===== config.mk =====
export PLATFORM = sky130hd
export DESIGN_NAME = imem_loader_flat
export DESIGN_NICKNAME = d
export VERILOG_FILES = /design/src/rtl/imem_loader_if.sv /design/src/rtl/imem_loader.sv /design/src/flat_wrapper.sv
export SDC_FILE = /design/constraint.sdc
export NUM_CORES = 1
export LEC_CHECK = 0
export ABC_CLOCK_PERIOD_IN_PS = 3080
export BUFFER_PORTS_ARGS = -buffer_cell sky130_fd_sc_hd__buf_2
export CAP_MARGIN = 20
export CORE_MARGIN = 2
export CORE_UTILIZATION = 61
export DETAILED_ROUTE_END_ITERATION = 7
export PLACE_DENSITY = 0.94
export RECOVER_POWER = 25
export SLEW_MARGIN = 20
export SYNTH_ARGS = -nofsm -noshare
export SYNTH_HDL_FRONTEND = slang
export SYNTH_SLANG_ARGS = --single-unit

===== constraint.sdc =====
create_clock -name clock -period 3.08 [get_ports clock]
set_input_delay 0.154 -clock clock [delete_from_list [all_inputs] [get_ports clock]]
set_output_delay 0.154 -clock clock [all_outputs]
set_load 0.005 [all_outputs]

===== src/rtl/imem_loader_if.sv =====
// Byte-stream input and instruction-memory write port of the instruction-memory loader.
interface imem_loader_if #(
   parameter int ADDR_WIDTH = 8
);
   logic [7:0]            rx_data;
   logic                  rx_valid;
   logic                  rx_ready;
   logic                  wren;
   logic [ADDR_WIDTH-1:0] addr;
   logic [31:0]           din;
   logic                  core_hold;
   logic                  done;
   logic                  err;

   modport master (
      output rx_data, rx_valid,
      input  rx_ready, wren, addr, din, core_hold, done, err
   );

   modport slave (
      input  rx_data, rx_valid,
      output rx_ready, wren, addr, din, core_hold, done, err
   );
endinterface


===== src/rtl/imem_loader.sv =====
// Instruction-memory loader: receives a framed byte stream and writes 32-bit words.
// Define IMEM_LOADER_CHECKSUM_EN to require a trailing XOR checksum byte per frame.
module imem_loader #(
   parameter int         ADDR_WIDTH = 8,
   parameter logic [7:0] START_BYTE = 8'hA5
) (
   input  logic         clock,
   input  logic         clear,
   imem_loader_if.slave bus
);

   typedef enum logic [2:0] {IDLE, COUNT, DATA, CHECK, FINISH, FAIL} state_t;

   state_t                state_q, state_d;
   logic [8:0]            wcnt_q, wcnt_d;
   logic [1:0]            idx_q, idx_d;
   logic [23:0]           word_q, word_d;
   logic [7:0]            chk_q, chk_d;
   logic [ADDR_WIDTH-1:0] addr_q, addr_d;
   logic [31:0]           din_q, din_d;
   logic                  wren_q, wren_d;
   logic                  rx_ready_q, rx_ready_d;
   logic                  core_hold_q, core_hold_d;
   logic                  done_q, done_d;
   logic                  err_q, err_d;
   logic                  accept;

   assign accept = bus.rx_valid & rx_ready_q;

   always_comb begin
      state_d = state_q;
      wcnt_d  = wcnt_q;
      idx_d   = idx_q;
      word_d  = word_q;
      chk_d   = chk_q;
      addr_d  = addr_q;
      din_d   = din_q;
      wren_d  = 1'b0;

      // The address advances once the write using it has been presented.
      if (wren_q) begin
         addr_d = addr_q + ADDR_WIDTH'(1);
      end

      case (state_q)
         IDLE: begin
            if (accept && (bus.rx_data == START_BYTE)) begin
               state_d = COUNT;
            end
         end
         COUNT: begin
            if (accept) begin
               wcnt_d  = (bus.rx_data == 8'd0) ? 9'd256 : {1'b0, bus.rx_data};
               idx_d   = 2'd0;
               addr_d  = '0;
               chk_d   = 8'd0;
               state_d = DATA;
            end
         end
         DATA: begin
            if (accept) begin
               chk_d = chk_q ^ bus.rx_data;
               idx_d = idx_q + 2'd1;
               case (idx_q)
                  2'd0: word_d[7:0]   = bus.rx_data;
                  2'd1: word_d[15:8]  = bus.rx_data;
                  2'd2: word_d[23:16] = bus.rx_data;
                  default: begin
                     wren_d = 1'b1;
                     din_d  = {bus.rx_data, word_q};
                     wcnt_d = wcnt_q - 9'd1;
                     if (wcnt_q == 9'd1) begin
`ifdef IMEM_LOADER_CHECKSUM_EN
                        state_d = CHECK;
`else
                        state_d = FINISH;
`endif
                     end
                  end
               endcase
            end
         end
`ifdef IMEM_LOADER_CHECKSUM_EN
         CHECK: begin
            if (accept) begin
               state_d = (bus.rx_data == chk_q) ? FINISH : FAIL;
            end
         end
`endif
         default: state_d = IDLE;
      endcase

      rx_ready_d  = !((state_d == FINISH) || (state_d == FAIL));
      core_hold_d = (state_d != IDLE) || wren_d;
      done_d      = (state_d == FINISH);
`ifdef IMEM_LOADER_CHECKSUM_EN
      err_d       = (state_d == FAIL);
`else
      err_d       = 1'b0;
`endif
   end

   always_ff @(posedge clock or negedge clear) begin
      if (!clear) begin
         state_q     <= IDLE;
         wcnt_q      <= 9'd0;
         idx_q       <= 2'd0;
         word_q      <= 24'd0;
         chk_q       <= 8'd0;
         addr_q      <= '0;
         din_q       <= 32'd0;
         wren_q      <= 1'b0;
         rx_ready_q  <= 1'b1;
         core_hold_q <= 1'b0;
         done_q      <= 1'b0;
         err_q       <= 1'b0;
      end else if (bus.rx_valid || (state_q != IDLE) || wren_q) begin
         state_q     <= state_d;
         wcnt_q      <= wcnt_d;
         idx_q       <= idx_d;
         word_q      <= word_d;
         chk_q       <= chk_d;
         addr_q      <= addr_d;
         din_q       <= din_d;
         wren_q      <= wren_d;
         rx_ready_q  <= rx_ready_d;
         core_hold_q <= core_hold_d;
         done_q      <= done_d;
         err_q       <= err_d;
      end
   end

   assign bus.rx_ready  = rx_ready_q;
   assign bus.wren      = wren_q;
   assign bus.addr      = addr_q;
   assign bus.din       = din_q;
   assign bus.core_hold = core_hold_q;
   assign bus.done      = done_q;
   assign bus.err       = err_q;

endmodule


===== src/flat_wrapper.sv =====
// flat-port wrapper written by rule: the top's interface ports become plain ports
module imem_loader_flat 
#(
   parameter int         ADDR_WIDTH = 8,
   parameter logic [7:0] START_BYTE = 8'hA5
)
  (clock, clear, bus_rx_data, bus_rx_valid, bus_rx_ready, bus_wren, bus_addr, bus_din, bus_core_hold, bus_done, bus_err);
  imem_loader_if #(.ADDR_WIDTH(ADDR_WIDTH)) bus_i ();
  input  logic clock;
  input  logic clear;
  input wire logic [$bits(bus_i.rx_data)-1:0] bus_rx_data;
  input wire logic [$bits(bus_i.rx_valid)-1:0] bus_rx_valid;
  output wire logic [$bits(bus_i.rx_ready)-1:0] bus_rx_ready;
  output wire logic [$bits(bus_i.wren)-1:0] bus_wren;
  output wire logic [$bits(bus_i.addr)-1:0] bus_addr;
  output wire logic [$bits(bus_i.din)-1:0] bus_din;
  output wire logic [$bits(bus_i.core_hold)-1:0] bus_core_hold;
  output wire logic [$bits(bus_i.done)-1:0] bus_done;
  output wire logic [$bits(bus_i.err)-1:0] bus_err;
  assign bus_i.rx_data = bus_rx_data;
  assign bus_i.rx_valid = bus_rx_valid;
  assign bus_rx_ready = bus_i.rx_ready;
  assign bus_wren = bus_i.wren;
  assign bus_addr = bus_i.addr;
  assign bus_din = bus_i.din;
  assign bus_core_hold = bus_i.core_hold;
  assign bus_done = bus_i.done;
  assign bus_err = bus_i.err;
  imem_loader #(.ADDR_WIDTH(ADDR_WIDTH), .START_BYTE(START_BYTE)) u_core (.clock(clock), .clear(clear), .bus(bus_i));
endmodule

==> run summary <==
==============================================================================
Endpoint type of the worst setup path                                     flop
Setup repair after global routing missed its margin                      false
Number of DRC markers in iteration 0                                       230
Via-per-instance ratio                                                    6.12
Dominant register cell in the synthesized netlist                 sky130_fd_sc_hd__dfrtp_1
Remaining antenna violation count after routing                              0
Placeable Area                                                        5890 um2
Post-layout instance area                                             4240 um2
Achievable Freq                                                        441 MHz
Leading area contributor after synthesis                          sky130_fd_sc_hd__dfrtp_1
Synth cell types                                                            45
Synthesized-area fraction occupied by xor and xnor cells                 1.66%
Fraction of layout cells with a size suffix above 1                      40.1%
Slew Limit Fails                                                            83
# DRC                                                                        0
Worst path arrival time                                                2.51 ns
Clock root buffer                                                 sky130_fd_sc_hd__clkbuf_8
Fin Setup TNS                                                             0 ns
Synthesized-area fraction occupied by ao, oa, aoi and oai cells          6.12%
Status                                                            complete, but fails checks
Most frequent cell after synthesis                                sky130_fd_sc_hd__dfrtp_1
Sum of net half-perimeters after detailed placement                    5.26 mm
Clk sinks                                                                   82
Global-route congestion overflow total                                       0
Vias in the first global route                                           2,455
Routed met2 length                                                     4.48 mm
Largest cells by area after synthesis                             sky130_fd_sc_hd__dfrtp_1, sky130_fd_sc_hd__mux2_4, sky130_fd_sc_hd__mux2_2
Reg2Reg Setup Slack                                                    0.81 ns
Routed met1 length                                                     3.24 mm
Min Tclk post-route                                                    2.27 ns
Total setup violations reported at the end of the flow                       0
Cell area after placement                                             3980 um2
WS Path Type                                                      flop to flop
Fill cell total of the finished layout                                     348
Post-synthesis cell area                                              3680 um2
Class of the most critical hold timing path                       input port to flop
Starting utilization of the core area                                    62.6%
Cts repair resizes                                                           0
Nets@finish                                                                351
Share of flip-flops with an asynchronous set or reset                     100%
RD Place Congestion                                                      0.846
Hold bufs inserted after CTS                                                 1
Clock latency at the later pin of the worst-skew pair                  0.36 ns
Die outline area                                                      6670 um2
Number of storage elements in the synthesis netlist                         82
Reported max-cap violation count                                             1
Proportion of netlist area held by the largest area contributor          55.0%
CTS HTree Levels                                                             3
Fin worst setup slack                                                 0.812 ns
Number of nets in the synthesized netlist                                  295
Clock transition at the registers of the reported paths                0.09 ns
Die Span X                                                             81.7 um
Count of flip-flops with a built-in enable after synthesis                   0
Main combinational cell family by area after synthesis            multiplexers
Wire length of the first global-routing pass                           12.9 mm
Antenna violations before repair                                             0
Post-CTS setup repair buffer count                                           0
Number of buffers created by CTS                                             9
Maximum clock path buffer count                                              2
Post-placement worst setup slack                                      0.842 ns
# port buffers                                                              54
Highest signal layer in the routed design                                 met4
Total iterations of the first detailed-routing run                           5
Final hold viol count                                                        0
Global-route total usage across every layer                              26.8%
Synthesized-area fraction occupied by adder cells                        2.38%
Critical Path Source Type                                                 flop
Number of placed I/O pins                                                   56
Highest net fanout along the worst path                                     33
Share of synthesized area occupied by flip-flops and latches             55.8%
VDD IR-drop max                                                         372 uV
Area Overhead vs Synth                                                   15.2%
Post-synthesis cell count                                                  277
Least-Margin Pin Slew                                                  1.98 ns
Placement row count                                                         28
Clock tree from TritonCTS                                                built
Average wire per cell in the routed design                             20.6 um
Post-synthesis area per instance                                      13.3 um2
Total inserted antenna cells                                                 0
Pin count of the biggest net entering global routing                        83
Setup Skew                                                           0.0123 ns
Synthesis Warnings                                                           0
Max_slew headroom                                                       -31.8%
Simple-Gate Fraction of Synth Area                                       11.6%
Final worst path period share                                            73.6%
Via Count                                                                2,522
Pwr dens                                                            725 nW/um2
Commonest cells in the netlist                                    sky130_fd_sc_hd__dfrtp_1, sky130_fd_sc_hd__mux2_2, sky130_fd_sc_hd__mux2_4, sky130_fd_sc_hd__nor2_1, sky130_fd_sc_hd__o21ai_0
Detailed-routed wire length on met3                                     443 um
Mux contribution to synthesized area                                     19.8%
Die height                                                             81.7 um
Total detailed-routing wirelength                                      8.50 mm
Cell leakage power                                                     2.19 nW
Violated checks                                                   capacitance limit, slew limit
Required time reported for the critical path endpoint                  3.32 ns
==============================================================================
layout make-up:
| class | count | area [um2] | share of cell area [%] |
|---|---|---|---|
| Sequential cell | 82 | 2050 | 48.4 |
| Multi-Input combinational cell | 179 | 1540 | 36.2 |
| Timing Repair Buffer | 56 | 288 | 6.79 |
| Clock buffer | 11 | 151 | 3.57 |
| Clock inverter | 4 | 98.8 | 2.33 |
| Tap cell | 75 | 93.8 | 2.21 |
| Inverter | 5 | 18.8 | 0.443 |
sequential cells by signal (all words and copies together), names as in the netlist:
| name | cells |
|---|---|
| u_core.bus.din | 32 |
| u_core.state_q | 3 |
| u_core.bus.wren | 1 |
| u_core.bus.rx_ready | 1 |
| u_core.idx_q | 2 |
| u_core.word_q | 24 |
| u_core.bus.addr | 8 |
| u_core.bus.core_hold | 1 |
| u_core.bus.done | 1 |
| u_core.wcnt_q | 9 |
worst max-delay path, stage by stage (launching register included):
cell and delay (ns):
sky130_fd_sc_hd__dfstp_2 0.57, sky130_fd_sc_hd__and2_1 0.21, sky130_fd_sc_hd__nand2_1 0.18, sky130_fd_sc_hd__nor2_4 0.75
sky130_fd_sc_hd__mux2_2 0.44
final timing paths:
path                                                 start                             end  depth (start not counted)
max reg2reg                u_core.bus.rx_ready$_DFFE_PN1N_   u_core.bus.din[6]$_DFFE_PN0P_                          4
min                                         bus_rx_data[3]   u_core.word_q[11]$_DFFE_PN0P_                          2
max                        u_core.bus.rx_ready$_DFFE_PN1N_   u_core.bus.din[6]$_DFFE_PN0P_                          4
min in group asynchronous                            clear     u_core.bus.done$_DFFE_PN0N_                          2
min reg2reg                 u_core.bus.din[15]$_DFFE_PN0P_  u_core.bus.din[15]$_DFFE_PN0P_                          1
max in group asynchronous                            clear   u_core.word_q[22]$_DFFE_PN0P_                          2
routing by layer:
| layer | global-route usage (%) | up-vias |
|---|---|---|
| met5 | 0 | - |
| met4 | 14.8 | 0 |
| met3 | 4.40 | 30 |
| met2 | 45.5 | 123 |
| met1 | 32.7 | 1276 |
| li1 | - | 1093 |
power breakdown:
group / switching (W) / internal [W]
combinational: 0.000320 / 0.000311
clock: 0.000387 / 0.000580
sequential: 0.000196 / 0.00128
total: 0.000903 / 0.00217
kinds of logic after synthesis:
family / count (synthesis)
AOI/OAI and AO/OA: 36
xor gates and xnor gates: 7
adders and majority gates: 7
buffers and inverters: 16
DFF: 82
muxes: 57
other: 1
and+or+nand+nor: 71
metrics by stage:
step | hold WS (ns) | instances | total power [W] | util, %
after detailed placement | 0.381 | 396 | 0.00207 | 67.7
after CTS | 0.147 | 412 | 0.00306 | 72.1
after global routing | 0.157 | 412 | 0.00318 | 72.0
after floorplan | -0.142 | 277 | 0.00186 | -
final | 0.170 | 412 | 0.00307 | 72.0
after global placement | 0.372 | 396 | 0.00200 | 67.7
cell usage in the layout (no fill, tap or decap), drive strengths merged, types with 3 or more instances in the layout:
cell / n
nor3: 5
o21ai: 15
buf: 54
nor3b: 3
a21oi: 6
nor2: 23
bufinv: 3
nand3: 8
ha: 7
mux2: 56
o22a: 3
xor2: 4
nor4: 4
a31oi: 4
dfrtp: 81
nand2: 13
xnor2: 3
clkbuf: 12
inv: 5
nand4: 5
No activity file was read; power rests on OpenSTA's default activity.
